## src/rtl/program_memory_pkg.sv

```systemverilog
// Shared definitions for the program memory loader: controller states,
// the NOP instruction word and default geometry.
package program_memory_pkg;

  typedef enum logic [1:0] {
    LOAD  = 2'd0,
    RUN   = 2'd1,
    ERROR = 2'd2
  } state_t;

  localparam logic [31:0] NOP = 32'h0000_0000;

  localparam int unsigned DEFAULT_MEMORY_DEPTH = 32;
  localparam int unsigned DEFAULT_DATA_WIDTH   = 32;

endpackage

```

## src/rtl/load_checksum_acc.sv

```systemverilog
// Running mod-2^DATA_WIDTH sum of the words written during a load, compared
// against the checksum word that terminates the stream.
// Used only when PROGMEM_CHECKSUM_EN is defined.
module load_checksum_acc
  import program_memory_pkg::*;
#(
  parameter int unsigned DATA_WIDTH = DEFAULT_DATA_WIDTH
) (
  input  logic                  clk,
  input  logic                  reset,
  input  logic                  clear,
  input  logic                  add,
  input  logic [DATA_WIDTH-1:0] data,
  output logic                  match
);

  logic [DATA_WIDTH-1:0] sum;

  // Accumulate every written word; restart whenever a new load begins.
  always_ff @(posedge clk) begin
    if (reset || clear) begin
      sum <= '0;
    end else if (add) begin
      sum <= sum + data;
    end
  end

  assign match = (sum == data);

endmodule

```

## src/rtl/program_memory_loader_ctrl.sv

```systemverilog
// Program memory sequencer: owns the RAM during boot load, then hands it to
// the instruction-fetch port. Stalls the CPU until the load completes.
// Optional feature macro: PROGMEM_CHECKSUM_EN (last loader word is a
// checksum over the written words instead of a data word).
module program_memory_loader_ctrl
  import program_memory_pkg::*;
#(
  parameter  int unsigned MEMORY_DEPTH = DEFAULT_MEMORY_DEPTH,
  parameter  int unsigned DATA_WIDTH   = DEFAULT_DATA_WIDTH,
  localparam int unsigned ADDR_WIDTH   = $clog2(MEMORY_DEPTH)
) (
  input  logic                  clk,
  input  logic                  reset,
  input  logic                  LoadValid,
  input  logic [DATA_WIDTH-1:0] LoadData,
  input  logic                  LoadLast,
  output logic                  LoadReady,
  input  logic                  ReloadReq,
  input  logic                  FetchValid,
  input  logic [DATA_WIDTH-1:0] FetchAddress,
  output logic [DATA_WIDTH-1:0] Instruction,
  output logic                  InstructionValid,
  output logic                  CpuStall,
  output logic [ADDR_WIDTH-1:0] MemAddress,
  output logic [DATA_WIDTH-1:0] MemWriteData,
  output logic                  MemWrite,
  output logic                  MemRead,
  input  logic [DATA_WIDTH-1:0] MemReadData,
  output logic [ADDR_WIDTH:0]   LoadCount,
  output logic                  LoadError,
  output logic                  AddressError
);

  state_t                state, next;
  logic [ADDR_WIDTH:0]   count;
  logic                  ivalid_q, ierr_q, lerr_q;
  logic                  full, wr, set_err, enter_load, fetch_bad;
  logic                  chk_last, chk_ok;
  logic [DATA_WIDTH-3:0] word_idx;

  assign full      = (count == (ADDR_WIDTH+1)'(MEMORY_DEPTH));
  assign word_idx  = FetchAddress[DATA_WIDTH-1:2];
  assign fetch_bad = (FetchAddress[1:0] != 2'b00) ||
                     (word_idx >= (DATA_WIDTH-2)'(MEMORY_DEPTH));

`ifdef PROGMEM_CHECKSUM_EN
  assign chk_last = LoadLast;
  load_checksum_acc #(.DATA_WIDTH(DATA_WIDTH)) u_checksum (
    .clk   (clk),
    .reset (reset),
    .clear (enter_load),
    .add   (wr),
    .data  (LoadData),
    .match (chk_ok)
  );
`else
  assign chk_last = 1'b0;
  assign chk_ok   = 1'b1;
`endif

  // Next-state and state-derived strobes; overflow outranks LoadLast.
  always_comb begin
    next         = state;
    LoadReady    = 1'b0;
    CpuStall     = 1'b1;
    MemRead      = 1'b0;
    MemAddress   = count[ADDR_WIDTH-1:0];
    AddressError = 1'b0;
    wr           = 1'b0;
    set_err      = 1'b0;
    case (state)
      LOAD: begin
        LoadReady = 1'b1;
        if (LoadValid && !reset) begin
          if (full) begin
            set_err = 1'b1;
            next    = ERROR;
          end else if (chk_last) begin
            if (chk_ok) begin
              next = RUN;
            end else begin
              set_err = 1'b1;
              next    = ERROR;
            end
          end else begin
            wr = 1'b1;
            if (LoadLast) next = RUN;
          end
        end
      end
      RUN: begin
        CpuStall   = 1'b0;
        MemAddress = FetchAddress[ADDR_WIDTH+1:2];
        if (FetchValid) begin
          if (fetch_bad) AddressError = 1'b1;
          else           MemRead      = 1'b1;
        end
        if (ReloadReq) next = LOAD;
      end
      ERROR: begin
        if (ReloadReq) next = LOAD;
      end
      default: next = LOAD;
    endcase
  end

  assign enter_load = (state != LOAD) && (next == LOAD);

  // State, load counter, fetch response pipeline and sticky error flag.
  always_ff @(posedge clk) begin
    if (reset) begin
      state    <= LOAD;
      count    <= '0;
      ivalid_q <= 1'b0;
      ierr_q   <= 1'b0;
      lerr_q   <= 1'b0;
    end else begin
      state    <= next;
      ivalid_q <= (state == RUN) && FetchValid;
      ierr_q   <= (state == RUN) && FetchValid && fetch_bad;
      if (enter_load)       count <= '0;
      else if (wr && !full) count <= count + 1'b1;
      if (set_err)                           lerr_q <= 1'b1;
      else if (state == ERROR && ReloadReq)  lerr_q <= 1'b0;
    end
  end

  assign MemWrite         = wr;
  assign MemWriteData     = LoadData;
  assign InstructionValid = ivalid_q;
  assign Instruction      = (ivalid_q && !ierr_q) ? MemReadData : DATA_WIDTH'(NOP);
  assign LoadCount        = count;
  assign LoadError        = lerr_q;

endmodule

```

## config.mk

```make
export PLATFORM = sky130hd
export DESIGN_NAME = program_memory_loader_ctrl
export DESIGN_NICKNAME = d
export VERILOG_FILES = /design/src/rtl/program_memory_pkg.sv /design/src/rtl/load_checksum_acc.sv /design/src/rtl/program_memory_loader_ctrl.sv
export SDC_FILE = /design/constraint.sdc
export NUM_CORES = 1
export LEC_CHECK = 0
export ABC_AREA = 1
export CORE_ASPECT_RATIO = 1.2
export CORE_MARGIN = 3
export CORE_UTILIZATION = 25
export DETAILED_ROUTE_END_ITERATION = 7
export GPL_TIMING_DRIVEN = 0
export PLACE_DENSITY = 0.82
export REMOVE_ABC_BUFFERS = 1
export SKIP_LAST_GASP = 1
export SYNTH_ARGS = -nofsm -noshare
export SYNTH_HDL_FRONTEND = slang
export SYNTH_SLANG_ARGS = --single-unit
```

## constraint.sdc

```tcl
create_clock -name clk -period 1.67 [get_ports clk]
set_input_delay 0.2505 -clock clk [delete_from_list [all_inputs] [get_ports clk]]
set_output_delay 0.2505 -clock clk [all_outputs]
set_load 0.01 [all_outputs]
```

# ---- Word-level counts from Yosys, hierarchy flattened
# Index checks and enable logic that the tools add are counted.
dict set report classes {
  addsub 1
  n_lt_le_gt_ge 1
  eq_ne 3
  n_mux 23
  n_reduce_logical 18
}
# operator n
set op_table {}
lappend op_table {{32-bit two-way mux} 1}
lappend op_table {{30-bit by 6-bit greater-or-equal comparator with 1-bit output (second input constant)} 1}
lappend op_table {{1-bit two-way mux} 16}
lappend op_table {{2-bit two-way mux} 4}
lappend op_table {{1-bit logical AND} 7}
lappend op_table {{6-bit by 1-bit adder with 6-bit output (second input constant)} 1}
lappend op_table {{6-bit == test (second input constant)} 1}
lappend op_table {{2-bit nonzero test} 3}
lappend op_table {{5-bit two-way mux} 1}
lappend op_table {{2-bit zero test} 2}
lappend op_table {{2-bit case mux with 2 select lines} 1}
lappend op_table {{2-bit OR reduction} 2}
lappend op_table {{1-bit zero test} 3}
lappend op_table {{2-bit by 1-bit == test with 1-bit output (second input constant)} 1}
lappend op_table {{2-bit == test (second input constant)} 1}
lappend op_table {{1-bit logical OR} 1}
dict set report totals {
  ff_bits 11
  in_bits 102
  output_inout_bits 82
  word_cells 51
}

# ---- Longest topological paths before layout
dict set report depth {
  depth_word 7
  mapped_depth 11
}

# ---- Worst setup path after synthesis
# Ideal clock, no wire load.
dict set report synth_path {
  path_type {reg2reg}
  startpoint {register count[0] (netlist: LoadCount[0])}
  endpoint {register count[3] (netlist: LoadCount[3])}
  setup_ps 119
  arrival_time_ps 1266
  t_required_ps 1551
  path_slack_ps 285
  path_stages_with_launch 11
  n_path_buf 0
  period_less_slack_ps 1385
  path_cell_list {dfxtp_1 > inv_1 > ha_1 > nand2_1 > inv_1 > nand3_2 > nand2_4 > inv_4 > nor2_1 > nor2_1 > a21oi_2}
}
dict set report synth_between {
  elab_cells_between_ends 13
  classes_between {add/sub: 1; eq/ne: 1; mux: 6; reduce/logical: 5}
}
# element line
set synth_lines {}
lappend synth_lines {{from (decl)} program_memory_loader_ctrl.sv:35} ;# logic [ADDR_WIDTH:0] count;
lappend synth_lines {{from (signal assigned)} program_memory_loader_ctrl.sv:122} ;# else if (wr && !full) count <= count + 1'b1;
lappend synth_lines {{6-bit == test} program_memory_loader_ctrl.sv:41} ;# assign full = (count == (ADDR_WIDTH+1)'(MEMORY_DEPTH));
lappend synth_lines {{1-bit two-way mux} program_memory_loader_ctrl.sv:75} ;# if (full) begin
lappend synth_lines {{1-bit two-way mux} program_memory_loader_ctrl.sv:74} ;# if (LoadValid && !reset) begin
lappend synth_lines {{1-bit two-way mux} program_memory_loader_ctrl.sv:71} ;# case (state)
lappend synth_lines {{named net MemWrite} program_memory_loader_ctrl.sv:26} ;# output logic MemWrite,
lappend synth_lines {{1-bit logical AND} program_memory_loader_ctrl.sv:122}
# The timed path passes the listed nets, and every way through them passes these cells.
# A chain may end at the register's enable or synchronous reset.

# ---- Worst setup path in the final report
dict set report layout_path {
  startpoint {register state[1]}
  endpoint {output port MemAddress[4]}
}
dict set report layout_between {
  elab_chain_len 2
}
# element line
set layout_rtl {}
lappend layout_rtl {{from (decl)} program_memory_loader_ctrl.sv:34} ;# state_t state, next;
lappend layout_rtl {{from (signal assigned)} program_memory_loader_ctrl.sv:118} ;# state <= next;
lappend layout_rtl {{2-bit by 1-bit == test with 1-bit output} program_memory_loader_ctrl.sv:71}
lappend layout_rtl {{5-bit two-way mux} program_memory_loader_ctrl.sv:71}
lappend layout_rtl {{to (decl)} program_memory_loader_ctrl.sv:24} ;# output logic [ADDR_WIDTH-1:0] MemAddress,
# No other way between the ends.

==> results.cfg <==
[die]
core_um2 = 5080
dieArea_um2 = 6311
die_w_um = 73.02
row_count = 28
io_pins = 184
initial_core_util_pct = 26.53
die_h_um = 86.43

[run_status]
failed_checks = negative setup slack
status = finished with violations

[layout]
final_cell_area_um2 = 2594
syn_to_final_growth_pct = 92.48
regArea_um2 = 236.5
drive_gt1_share_pct = 13.61
diodes = 0
finalNetCount = 447
multi_input_area_um2 = 733.2
final.fill_count = 506

[clocking]
cts_max_level = 1
clk_pin_slew_ns = 0.05
cts_sinks = 11
cts_tree = yes
cts_root_buf = clkbuf_8
cts-hold-fix-buffers = 0
clk_latency_ns = 0.25
cts_made_buffers = 3
clock_path_buffers = 2

[setup_path]
r2r_end = LoadCount[0]
crit_path_end_kind = output port
critPathKind = flip-flop to output port
regToRegStartpoint = state[0]
r2r_cells = 6
crit_path_end = MemAddress[4]
start_kind = flip-flop
cp-startpoint = state[1]
reg2reg_slack_ns = 0.22
worstPathArrival_ns = 1.42
cp_max_fo = 9
critical_path_required_ns = 1.42

[routing]
drt-wirelength-per-cell_um = 19.57
drt-total-wl_mm = 7.788
dr.pass1.iters = 3
antenna_left = 0
dr.first_iter.drc_count = 34
via_per_inst = 4.392
vias = 1748
drc = 0

[grt]
grt_max_degree = 17
antenna_found_initial = 0
grt_pass1_vias = 1552
use_met3_pct = 23.09
track_usage_pct = 23.57
grt-busiest-layer = met2
use_met1_pct = 13.25
met2_usage_pct = 47.60
grt_first_pass_wirelength_mm = 10.32
grt-ovfl-total = 0

[yosys]
syn_inst = 239
syn_area_per_cell_um2 = 5.638
yosys.area.top_type_share_pct = 18.38
ys_ff_latch = 11
synthTopCellsByArea = buf_4, dfxtp_1, nor2_1
syn_area_um2 = 1348
yosysTopAreaCell = buf_4
synth-seq-area-share_pct = 16.34
yosysWarnings = 0
ys_types = 25

[timing]
finalSetupViolations = 1
post-route-period-util_pct = 100.0
hold_violations = 0
slew_headroom_pct = 78.76
fmaxAchievable_mhz = 598.6
fin_ws_ns = -0.0006691
rsz0062_at_grt = true
clock_skew_ns = 0.006560
slew_violations = 0
worst_pin_slew_ns = 0.3182
min_period_ns = 1.671
whs_ns = 0.4684

[job]
drv_cap = 0

[pwr]
peakVddDrop_v = 0.0002773
pwr-share-clk_pct = 31.2
seqPwrFrac_pct = 31.5
internal_power_uw = 640.7
p_sw_uw = 237.0
power.share.switching_pct = 27.00
p_comb_share_pct = 37.4
power_density_nw_per_um2 = 338.4
p_leak_uw = 0.001537

[place]
pre_cts_ws_ns = -0.4614
gp_congestion = 0.8838
dpl_cell_area_um2 = 2351
place_hpwl_mm = 6.716
io_buffers = 119

[hold_path]
hold_path.class = flip-flop to flip-flop
worst max-delay path, cell delays in order, from the launching register on:
cell and delay [ns]:
dfxtp_4 0.38, inv_4 0.06, ha_4 0.18, buf_12 0.13, o21ai_0 0.13, dlygate4sd2_1 0.29
cell families (layout without fill, tap and decap cells):
| group | after synthesis | after routing | synth area share (%) |
|---|---|---|---|
| flip-flops | 11 | 11 | 16.34 |
| XOR/XNOR | 2 | 2 | 1.300 |
| buffers and inverters | 92 | 190 | 35.01 |
| AND/OR/NAND/NOR | 106 | 107 | 33.24 |
| adder cells (fa/ha/maj) | 6 | 6 | 5.571 |
| AO/OA/AOI/OAI | 22 | 22 | 8.543 |
power groups by stage:
| stage | clock [uW] | combinational, uW | sequential [uW] |
|---|---|---|---|
| floorplan | 0 | 93.9 | 285 |
| global placement | 0 | 318 | 286 |
| detailed placement | 0 | 323 | 286 |
| CTS | 280 | 332 | 276 |
| global route | 285 | 356 | 277 |
| finish | 274 | 328 | 276 |
cells in the final DEF, fill, tap and decap left out, drive strengths merged:
cell type / Yosys / final
a21oi: 13 / 13
nor3: 1 / 1
dfxtp: 11 / 11
nand3: 5 / 5
nor2: 59 / 59
xor2: 1 / 1
nand2: 35 / 36
or2: 2 / 2
o21ai: 8 / 8
clkdlybuf4s50: 0 / 53
inv: 55 / 55
dlymetal6s2s: 0 / 25
nand4: 3 / 3
a31oi: 1 / 1
nor4: 1 / 1
ha: 6 / 6
xnor2: 1 / 1
buf: 33 / 14
dlygate4sd2: 0 / 36
clkbuf: 4 / 6
dlygate4sd1: 0 / 1
what timing repair did:
action,CTS,global route
endpoints found under the setup margin,42,5
gates resized for setup,72,34
gates cloned,1,0
buffers inserted,10,2
pin swaps,6,15
hold endpoints to repair,0,0
state kept, by name, indices dropped and copies added (netlist names):
| register | count |
|---|---|
| LoadCount | 6 |
| state | 2 |
| InstructionValid | 1 |
| LoadError | 1 |
| ierr_q | 1 |
worst min-delay path by stage:
stage                     start               to  depth (start not counted)
floorplan                 reset        LoadError                          1
global placement      LoadError        LoadError                          2
detailed placement    LoadError        LoadError                          2
CTS                   LoadError        LoadError                          2
global route        LoadData[0]  MemWriteData[0]                          0
finish                LoadError        LoadError                          2
stage by stage:
step	setup TNS [ns]	total power, uW	std cells	util [%]
finish	-0.0006691	877.7	398	51.06
global route	-0.2268	917.5	398	51.06
CTS	-0.1671	887.7	396	49.26
detailed placement	-11.79	608.8	381	46.28
global placement	-9.986	603.5	381	46.28
floorplan	0	379.4	202	-
synthesized netlist by cell type:
| cell | n |
|---|---|
| a21oi_1 | 12 |
| a21oi_2 | 1 |
| a31oi_1 | 1 |
| buf_4 | 33 |
| clkbuf_1 | 4 |
| dfxtp_1 | 11 |
| ha_1 | 6 |
| inv_1 | 52 |
| inv_2 | 2 |
| inv_4 | 1 |
| nand2_1 | 33 |
| nand2_2 | 1 |
| nand2_4 | 1 |
| nand3_1 | 4 |
| nand3_2 | 1 |
| nand4_1 | 3 |
| nor2_1 | 56 |
| nor2_2 | 2 |
| nor2_4 | 1 |
| nor3_1 | 1 |
| nor4_1 | 1 |
| o21ai_0 | 8 |
| or2_1 | 2 |
| xnor2_1 | 1 |
| xor2_1 | 1 |
layer usage:
layer  part of all wire (%)  wire length [um]  up-vias
met5                      0                 0        -
met4                   0.62                48        0
met3                     22              1751        5
met2                     55              4320      136
met1                     21              1667      738
li1                       -                 -      869
final cells by class:
cell class / instances / area share, %
inverter: 55 / 8.249
sequential: 11 / 9.117
timing repair buffer: 131 / 49.73
clock buffer: 4 / 1.737
tap: 60 / 2.894
multi-input combinational: 137 / 28.27
No activity file was read; power rests on OpenSTA's default activity.
